[src/rtl/latch_seq_pkg.sv]
// Shared types and constants for the latch bank write sequencer.
// Holds the FSM encoding, the index-width helper and the strobe counter width.
package latch_seq_pkg;

  typedef enum logic [1:0] {
    IDLE   = 2'd0,
    SETUP  = 2'd1,
    STROBE = 2'd2,
    HOLD   = 2'd3
  } state_t;

  // Index width that never collapses to zero bits for a single-entry range.
  function automatic int unsigned clog2_w(input int unsigned n);
    return (n <= 1) ? 1 : $clog2(n);
  endfunction

  // Strobe counter width; covers STROBE_CYC up to 256.
  localparam int unsigned STROBE_CNT_W = 8;

endpackage

[src/rtl/latch_bank_seq_if.sv]
// Requester and latch-bank signal bundle for latch_bank_seq.
// The master side drives requests; the slave side is the sequencer.
interface latch_bank_seq_if #(
  parameter int unsigned NREQ  = 4,
  parameter int unsigned W     = 8,
  parameter int unsigned DEPTH = 4,
  parameter int unsigned AW    = 2
);

  localparam int unsigned IW = latch_seq_pkg::clog2_w(NREQ);

  logic [NREQ-1:0]    req;
  logic [NREQ*AW-1:0] addr;
  logic [NREQ*W-1:0]  wdata;
  logic [NREQ-1:0]    ack;
  logic [W-1:0]       d;
  logic [DEPTH-1:0]   e;
  logic               busy;
  logic [IW-1:0]      gnt_id;

  modport master (
    output req, addr, wdata,
    input  ack, d, e, busy, gnt_id
  );

  modport slave (
    input  req, addr, wdata,
    output ack, d, e, busy, gnt_id
  );

endinterface

[src/rtl/latch_bank_seq_rr_arbiter.sv]
// Combinational round-robin arbiter: grants the first active request
// found after the last-granted index, wrapping modulo NREQ.
module rr_arbiter #(
  parameter int unsigned NREQ = 4,
  parameter int unsigned IW   = 2
) (
  input  logic [NREQ-1:0] req,
  input  logic [IW-1:0]   last,
  output logic [IW-1:0]   gnt,
  output logic            valid
);

  logic [IW-1:0] idx;

  // Scan last+1 .. last+NREQ; the previous winner is checked last.
  always_comb begin
    gnt   = '0;
    valid = 1'b0;
    idx   = '0;
    for (int unsigned k = 1; k <= NREQ; k++) begin
      idx = IW'((32'(last) + k) % NREQ);
      if (!valid && req[idx]) begin
        valid = 1'b1;
        gnt   = idx;
      end
    end
  end

endmodule

[src/rtl/latch_bank_seq.sv]
// Write sequencer for a bank of level-sensitive latch words: arbitrates
// requesters and drives d / one-hot e with a setup, strobe, hold sequence.
module latch_bank_seq
  import latch_seq_pkg::*;
#(
  parameter int unsigned NREQ       = 4,
  parameter int unsigned W          = 8,
  parameter int unsigned DEPTH      = 4,
  parameter int unsigned AW         = 2,
  parameter int unsigned STROBE_CYC = 2
) (
  input logic              clk,
  input logic              rst,
  latch_bank_seq_if.slave  bus
);

  localparam int unsigned IW = clog2_w(NREQ);
  localparam int unsigned CW = STROBE_CNT_W;

  state_t           state_q, state_n;
  logic [CW-1:0]    cnt_q, cnt_n;
  logic [AW-1:0]    addr_q, addr_n;
  logic [W-1:0]     d_q, d_n;
  logic [DEPTH-1:0] e_q, e_n;
  logic [NREQ-1:0]  ack_q, ack_n;
  logic             busy_q, busy_n;
  logic [IW-1:0]    gnt_q, gnt_n;
  logic [IW-1:0]    last_q, last_n;

  logic [IW-1:0]    arb_gnt;
  logic             arb_valid;
  logic [AW-1:0]    sel_addr;
  logic [W-1:0]     sel_data;
  logic [DEPTH-1:0] strobe_vec;

  rr_arbiter #(
    .NREQ (NREQ),
    .IW   (IW)
  ) u_arb (
    .req   (bus.req),
    .last  (last_q),
    .gnt   (arb_gnt),
    .valid (arb_valid)
  );

  // Winner's address/data slices and the enable pattern for the captured address.
  always_comb begin
    sel_addr   = bus.addr[int'(arb_gnt)*AW +: AW];
    sel_data   = bus.wdata[int'(arb_gnt)*W +: W];
    strobe_vec = DEPTH'(1) << addr_q;
  end

  always_ff @(posedge clk) begin
    if (rst) begin
      state_q <= IDLE;
      cnt_q   <= '0;
      addr_q  <= '0;
      d_q     <= '0;
      e_q     <= '0;
      ack_q   <= '0;
      busy_q  <= 1'b0;
      gnt_q   <= '0;
      last_q  <= IW'(NREQ - 1);
    end else begin
      state_q <= state_n;
      cnt_q   <= cnt_n;
      addr_q  <= addr_n;
      d_q     <= d_n;
      e_q     <= e_n;
      ack_q   <= ack_n;
      busy_q  <= busy_n;
      gnt_q   <= gnt_n;
      last_q  <= last_n;
    end
  end

  // Outputs are computed for the state being entered, so they register with it.
  always_comb begin
    state_n = state_q;
    cnt_n   = cnt_q;
    addr_n  = addr_q;
    d_n     = d_q;
    e_n     = '0;
    ack_n   = '0;
    gnt_n   = gnt_q;
    last_n  = last_q;

    unique case (state_q)
      IDLE: begin
        if (arb_valid) begin
          state_n = SETUP;
          addr_n  = sel_addr;
          d_n     = sel_data;
          gnt_n   = arb_gnt;
          last_n  = arb_gnt;
        end
      end
      SETUP: begin
        state_n = STROBE;
        cnt_n   = CW'(STROBE_CYC - 1);
        e_n     = strobe_vec;
      end
      STROBE: begin
        if (cnt_q == '0) begin
          state_n       = HOLD;
          ack_n[gnt_q]  = 1'b1;
        end else begin
          cnt_n = cnt_q - CW'(1);
          e_n   = strobe_vec;
        end
      end
      HOLD: begin
        state_n = IDLE;
      end
      default: begin
        state_n = IDLE;
      end
    endcase

    busy_n = (state_n != IDLE);
  end

  assign bus.d      = d_q;
  assign bus.e      = e_q;
  assign bus.ack    = ack_q;
  assign bus.busy   = busy_q;
  assign bus.gnt_id = gnt_q;

endmodule

[src/flat_wrapper.sv]
// flat-port wrapper written by rule: the top's interface ports become plain ports
module latch_bank_seq_flat import latch_seq_pkg::*;
#(
  parameter int unsigned NREQ       = 4,
  parameter int unsigned W          = 8,
  parameter int unsigned DEPTH      = 4,
  parameter int unsigned AW         = 2,
  parameter int unsigned STROBE_CYC = 2
)
  (clk, rst, bus_req, bus_addr, bus_wdata, bus_ack, bus_d, bus_e, bus_busy, bus_gnt_id);
  latch_bank_seq_if #(.NREQ(NREQ), .W(W), .DEPTH(DEPTH), .AW(AW)) bus_i ();
  input logic clk;
  input logic rst;
  input wire logic [$bits(bus_i.req)-1:0] bus_req;
  input wire logic [$bits(bus_i.addr)-1:0] bus_addr;
  input wire logic [$bits(bus_i.wdata)-1:0] bus_wdata;
  output wire logic [$bits(bus_i.ack)-1:0] bus_ack;
  output wire logic [$bits(bus_i.d)-1:0] bus_d;
  output wire logic [$bits(bus_i.e)-1:0] bus_e;
  output wire logic [$bits(bus_i.busy)-1:0] bus_busy;
  output wire logic [$bits(bus_i.gnt_id)-1:0] bus_gnt_id;
  assign bus_i.req = bus_req;
  assign bus_i.addr = bus_addr;
  assign bus_i.wdata = bus_wdata;
  assign bus_ack = bus_i.ack;
  assign bus_d = bus_i.d;
  assign bus_e = bus_i.e;
  assign bus_busy = bus_i.busy;
  assign bus_gnt_id = bus_i.gnt_id;
  latch_bank_seq #(.NREQ(NREQ), .W(W), .DEPTH(DEPTH), .AW(AW), .STROBE_CYC(STROBE_CYC)) u_core (.clk(clk), .rst(rst), .bus(bus_i));
endmodule
[config.mk]
export PLATFORM = sky130hd
export DESIGN_NAME = latch_bank_seq_flat
export DESIGN_NICKNAME = d
export VERILOG_FILES = /design/src/rtl/latch_seq_pkg.sv /design/src/rtl/latch_bank_seq_if.sv /design/src/rtl/latch_bank_seq_rr_arbiter.sv /design/src/rtl/latch_bank_seq.sv /design/src/flat_wrapper.sv
export SDC_FILE = /design/constraint.sdc
export NUM_CORES = 1
export LEC_CHECK = 0
export CAP_MARGIN = 20
export CORE_ASPECT_RATIO = 1.2
export CORE_UTILIZATION = 35
export CTS_CLUSTER_DIAMETER = 30
export CTS_CLUSTER_SIZE = 14
export DETAILED_ROUTE_END_ITERATION = 6
export HOLD_SLACK_MARGIN = 0.1
export PLACE_DENSITY_LB_ADDON = 0.3
export SLEW_MARGIN = 20
export SYNTH_ARGS = -nofsm -noshare
export SYNTH_HDL_FRONTEND = slang
export SYNTH_HIERARCHICAL = 1
export SYNTH_SLANG_ARGS = --single-unit
[constraint.sdc]
create_clock -name clk -period 3.2 [get_ports clk]
set_input_delay 0.64 -clock clk [delete_from_list [all_inputs] [get_ports clk]]
set_output_delay 0.64 -clock clk [all_outputs]
set_load 0.005 [all_outputs]
After elaboration in Yosys (flattened, before gate mapping)
Cells that the tools add are included.
Widths: inputs -> output; s select.
{"block": "classes", "n_addsub": 5, "order_cmp": 6, "n_eq_ne": 4, "n_shift": 3, "mux": 25, "bitwise": 2, "n_reduce_logical": 14}
{"op": "$shiftx 32x6->8", "n": 1}
{"op": "$pmux 8 s2", "n": 1}
{"op": "$lt 2x3->1 const B", "n": 5}
{"op": "$mux 2", "n": 6}
{"op": "$mux 1", "n": 9}
{"op": "$bmux 1 s2", "n": 4}
{"op": "$logic_not 8->1", "n": 1}
{"op": "$mux 8", "n": 1}
{"op": "$pmux 2 s4", "n": 1}
{"op": "$pmux 4 s2", "n": 1}
{"op": "$shiftx 8x4->2", "n": 1}
{"op": "$sub 8x1->8 const B", "n": 1}
{"op": "$add 2x1->2 const B", "n": 2}
{"op": "$add 2x2->2 const B", "n": 2}
{"op": "$eq 2x2->1 const B", "n": 2}
{"op": "$logic_and 1x1->1", "n": 4}
{"op": "$mux 4", "n": 1}
{"op": "$reduce_and 2->1", "n": 2}
{"op": "$reduce_bool 2->1", "n": 2}
{"op": "$shl 1x2->4 const A", "n": 1}
{"op": "$logic_not 1->1", "n": 3}
{"op": "$reduce_or 3->1", "n": 1}
{"op": "$demux 1 s2", "n": 1}
{"op": "$eq 2x1->1 const B", "n": 1}
{"op": "other kinds (4)", "n": 5}
{"block": "totals", "reg_bits": 33, "in_bits": 46, "elab_cells": 68}

Logic depth before layout (Yosys ltp)
{"block": "logic_depth", "depth_word": 16, "mapped_depth": 7, "depth_no_buf": 6}

Hierarchy
The synthesis kept the hierarchy.
{"mod": "latch_bank_seq", "instances": 1, "cells_per_inst": 164, "area_per_inst_um2": 1580.3, "seq_area_each_um2": 660.6}
{"mod": "rr_arbiter", "instances": 1, "cells_per_inst": 14, "area_per_inst_um2": 91.3, "seq_area_each_um2": 0.0}

Worst setup path before layout
No wires, ideal clock.
{"block": "synth_timing", "path_type": "input to register", "start": "input port bus_req[2]", "end": "register u_core.d_q[2], in the netlist u_core/bus.d[2]", "arrival_ns": 2.014, "t_required_ns": 3.066, "slack_ns": 1.053, "cell_stages": 7, "path_buffers": 1, "cell_sequence": "and2b_1 a21oi_2 o221ai_2 buf_2 mux4_2 nand2_1 a21oi_1"}
{"block": "synth_via", "elab_chain_len": 13}
{"item": "start: declaration", "line_no": "flat_wrapper.sv:14", "source": "input wire logic [$bits(bus_i.req)-1:0] bus_req;"}
{"item": "$bmux 1 s2", "line_no": "latch_bank_seq_rr_arbiter.sv:22", "source": "if (!valid && req[idx]) begin"}
{"item": "$mux 1 (implied by the code)", "line_no": "latch_bank_seq_rr_arbiter.sv:22"}
{"item": "$mux 1", "line_no": "latch_bank_seq_rr_arbiter.sv:22"}
{"item": "$logic_not 1->1", "line_no": "latch_bank_seq_rr_arbiter.sv:22"}
{"item": "$logic_and 1x1->1", "line_no": "latch_bank_seq_rr_arbiter.sv:22"}
{"item": "$mux 1", "line_no": "latch_bank_seq_rr_arbiter.sv:22"}
{"item": "$logic_not 1->1", "line_no": "latch_bank_seq_rr_arbiter.sv:22"}
{"item": "$logic_and 1x1->1", "line_no": "latch_bank_seq_rr_arbiter.sv:22"}
{"item": "$mux 1", "line_no": "latch_bank_seq_rr_arbiter.sv:22"}
{"item": "$logic_not 1->1", "line_no": "latch_bank_seq_rr_arbiter.sv:22"}
{"item": "$logic_and 1x1->1", "line_no": "latch_bank_seq_rr_arbiter.sv:22"}
{"item": "$mux 2 (*)", "line_no": "latch_bank_seq_rr_arbiter.sv:22"}
{"item": "named net u_core.arb_gnt[0]", "line_no": "latch_bank_seq.sv:30", "source": "logic [IW-1:0] arb_gnt;"}
{"item": "$shiftx 32x6->8 (*)", "line_no": "latch_bank_seq.sv:49", "source": "sel_data = bus.wdata[int'(arb_gnt)*W +: W];"}
{"item": "end signal: assignment", "line_no": "latch_bank_seq.sv:68", "source": "d_q <= d_n;"}
{"item": "end: declaration", "line_no": "latch_bank_seq.sv:23", "source": "logic [W-1:0] d_q, d_n;"}
The timed path passes the listed nets; every way through them passes the cells marked *. The select of a mux whose other input is x is not followed.
A chain may end at the register's enable or synchronous reset.

Worst setup path after layout
{"block": "layout_timing", "start": "input port bus_req[3]", "end": "register u_core.d_q[6], in the netlist u_core/bus.d[6]"}
The elaborated chain is that of the path after synthesis.

==> results.md <==
* Final ANT Viol Nets at 0
* RSZ-0062 raised after global routing: false
* Register area share after synthesis at 0.395
* Hold WC Path Type: reg2reg
* Post-DR vias/cell at 5.14
* Buffers on Ports at 64
* Synthesized area per cell at 9.39 um2
* Synthesis-to-finish area growth at 48.9%
* Worst-Margin Slew at 0.617 ns
* Root Driver: clkbuf_8
* Post-synth EDFFs at 0
* DR WL/cell at 12.2 um
* DRC Markers at 0
* Worst Setup End Kind: flip-flop
* Asr flop ratio synth at 0
* Vias in the first global route at between 1500 and 2000
* Leading cell type in the layout, fill and taps excluded: clkdlybuf4s50_1
* H-tree depth at 2
* Final instance area at 2490 um2
* Critical path cell sequence: clkdlybuf4s50_1 > and2b_1 > a21oi_2 > o221ai_2 > buf_4 > mux4_2 > nand2_1 > a21oi_1
* Hold Vio Cnt, Final at 0
* Final Util at 0.542
* Worst stage delay on the critical path at approximately 0.53 ns
* DR vias at 1558
* # rows at 27
* Main synth FF type: dfxtp_1
* LEAKAGE at about 0.94 nW
* Core box area at 4590 um2
* Final Worst Setup Slack at 0.897 ns
* Worst-path clk slew at 0.06 ns
* Startpoint types: primary input
* Final clock skew at 0.00523 ns
* Peak VDD IR at 0.290 mV
* CTS resizes at 0
* Fin cells at 303
* Synth Instances at around 180
* Die extent in x at 65.1 um
* Starting Density at 0.364
* Critical Path RT at 3.36 ns
* Initial antenna violation count at 0
* Pre-CTS setup slack at approximately 0.59 ns
* Uppermost layer routed: met4
* Final min period at ~2.3 ns
* CTS sink count at 33
* Synth Register Bits at 33
* Die Y at 77.7 um
* Hold slack at about 0.46 ns
* Antenna fix cells at 0
* Post-synth cell types at 41
* Syn nets at about 230
* Post-DP HPWL at between 2 and 3 mm
* Share of layout cells above drive strength 1 at 0.118
* First-pass GRT wire length at 6.71 mm
* Crit Path Max Fanout at 11
* Total Die Area at 5060 um2
* Nets at 295
* Fmax at 434 MHz
* CP max-delay cell: clkdlybuf4s50_1
* DP Area at 2370 um2
* Routed met3 length at 235 um
* DRT met1 WL at 1.48 mm
* Cts hold-fix bufs at 0
* Final period utilization at 0.720
* Synth warnings at 6
* TritonCTS buffer count at 5
* Commonest cells after routing, fill and taps aside: clkdlybuf4s50_1, dfxtp_1, nand2_1
* Status: finished clean
* Critical path class: in2reg
* Met2 WL at 1.92 mm
* Total power at 1.87 mW
* WL final at between 3 and 4 mm
* Worst EP arrival at 2.46 ns
* Slew headroom at 0.587
* Final-layout fill cell count at 442
* Setup violators final at 0
* Worst skew pair latency at 0.28 ns
* Number of setup buffers added after CTS at 0
* FF-to-FF setup slack at 1.15 ns
* Placed cell count at between 200 and 300
* Gr usage total at 0.172
* Largest net degree at the start of global routing at 26
* GPL Wtd Cong at roughly 0.83
* Gr ovfl total at 0
* Netlist Area Pre-Place at between 1500 and 2000 um2
* Max-Cap Viols at 0
* Iter 0 DRT Violations at 81
* Num ports at between 60 and 70
* Power density over the cells at between 700 and 800 nW/um2
* Drt pass-1 iters at 4
* CTS max path bufs at 2
* Setup TNS at 0 ns
* CTS tree: built
* Fin. max-slew vios at 0
cells in the mapped netlist, types with 2 or more instances:
master     number  area [um2]
dfxtp_1        33         661
nand2_1        29         109
a21oi_1        19        95.1
inv_1          14        52.6
mux4_2         10         225
nor2_1          7        26.3
nor3_1          6        30.0
clkbuf_1        5        18.8
ha_1            5        62.6
a2111oi_0       4        35.0
nand2b_1        4        25.0
or3_1           4        25.0
a211oi_1        3        22.5
mux2i_1         3        30.0
nand3_1         3        15.0
and3_1          2        12.5
mux2_2          2        22.5
nand4_1         2        12.5
cell type report:
class	instances	area [um2]	area share
sequential	33	661	0.265
clock buffer	7	86.3	0.0347
clock inverter	1	30.0	0.0121
timing repair buffer	67	663	0.266
tap	58	72.6	0.0292
multi-input combinational	123	923	0.371
inverter	14	52.6	0.0211
path summary, 6_finish.rpt:
kind                          start               to  cells past startpoint
setup / recovery         bus_req[3]  u_core/bus.d[6]                      8
hold / removal      u_core/bus.d[0]  u_core/bus.d[0]                      2
setup reg to reg  u_core/state_q[0]  u_core/cnt_q[5]                      5
hold reg to reg     u_core/bus.d[0]  u_core/bus.d[0]                      2
worst max-delay path: cells and delay by family:
| kind | cells | cell delay (ns) |
|---|---|---|
| buffers and inverters | 2 | 0.78 |
| AND/OR/NAND/NOR | 2 | 0.26 |
| AO/OA/AOI/OAI | 3 | 0.26 |
| multiplexers | 1 | 0.51 |
state kept, by name (all words and copies together), names as in the netlist:
register	count
u_core/bus.gnt_id	2
u_core/addr_q	2
u_core/cnt_q	8
u_core/last_q	2
u_core/bus.ack	4
u_core/state_q	2
u_core/bus.e	4
u_core/bus.d	8
u_core/bus.busy	1
per-layer routing:
| layer | global-route usage | vias up |
|---|---|---|
| met4 | 0.0630 | 0 |
| met1 | 0.196 | 724 |
| met3 | 0.0574 | 6 |
| met5 | 0 | - |
| li1 | - | 774 |
| met2 | 0.294 | 54 |
cells by family (layout without fill, tap and decap cells):
logic type               after synthesis  after routing  share of synthesized area
adder cells (fa/ha/maj)                5              5                     0.0374
AND/OR/NAND/NOR                       66             66                      0.201
multiplexers                          15             15                      0.166
buffers and inverters                 22             89                     0.0524
AO/OA/AOI/OAI                         37             37                      0.148
flip-flops                            33             33                      0.395
where the power goes:
group | internal (mW) | total [mW] | switching (mW)
clock network | 0.254 | 0.399 | 0.145
registers | 0.525 | 0.616 | 0.0913
logic | 0.447 | 0.855 | 0.408
(Power assumes the default switching activity.)
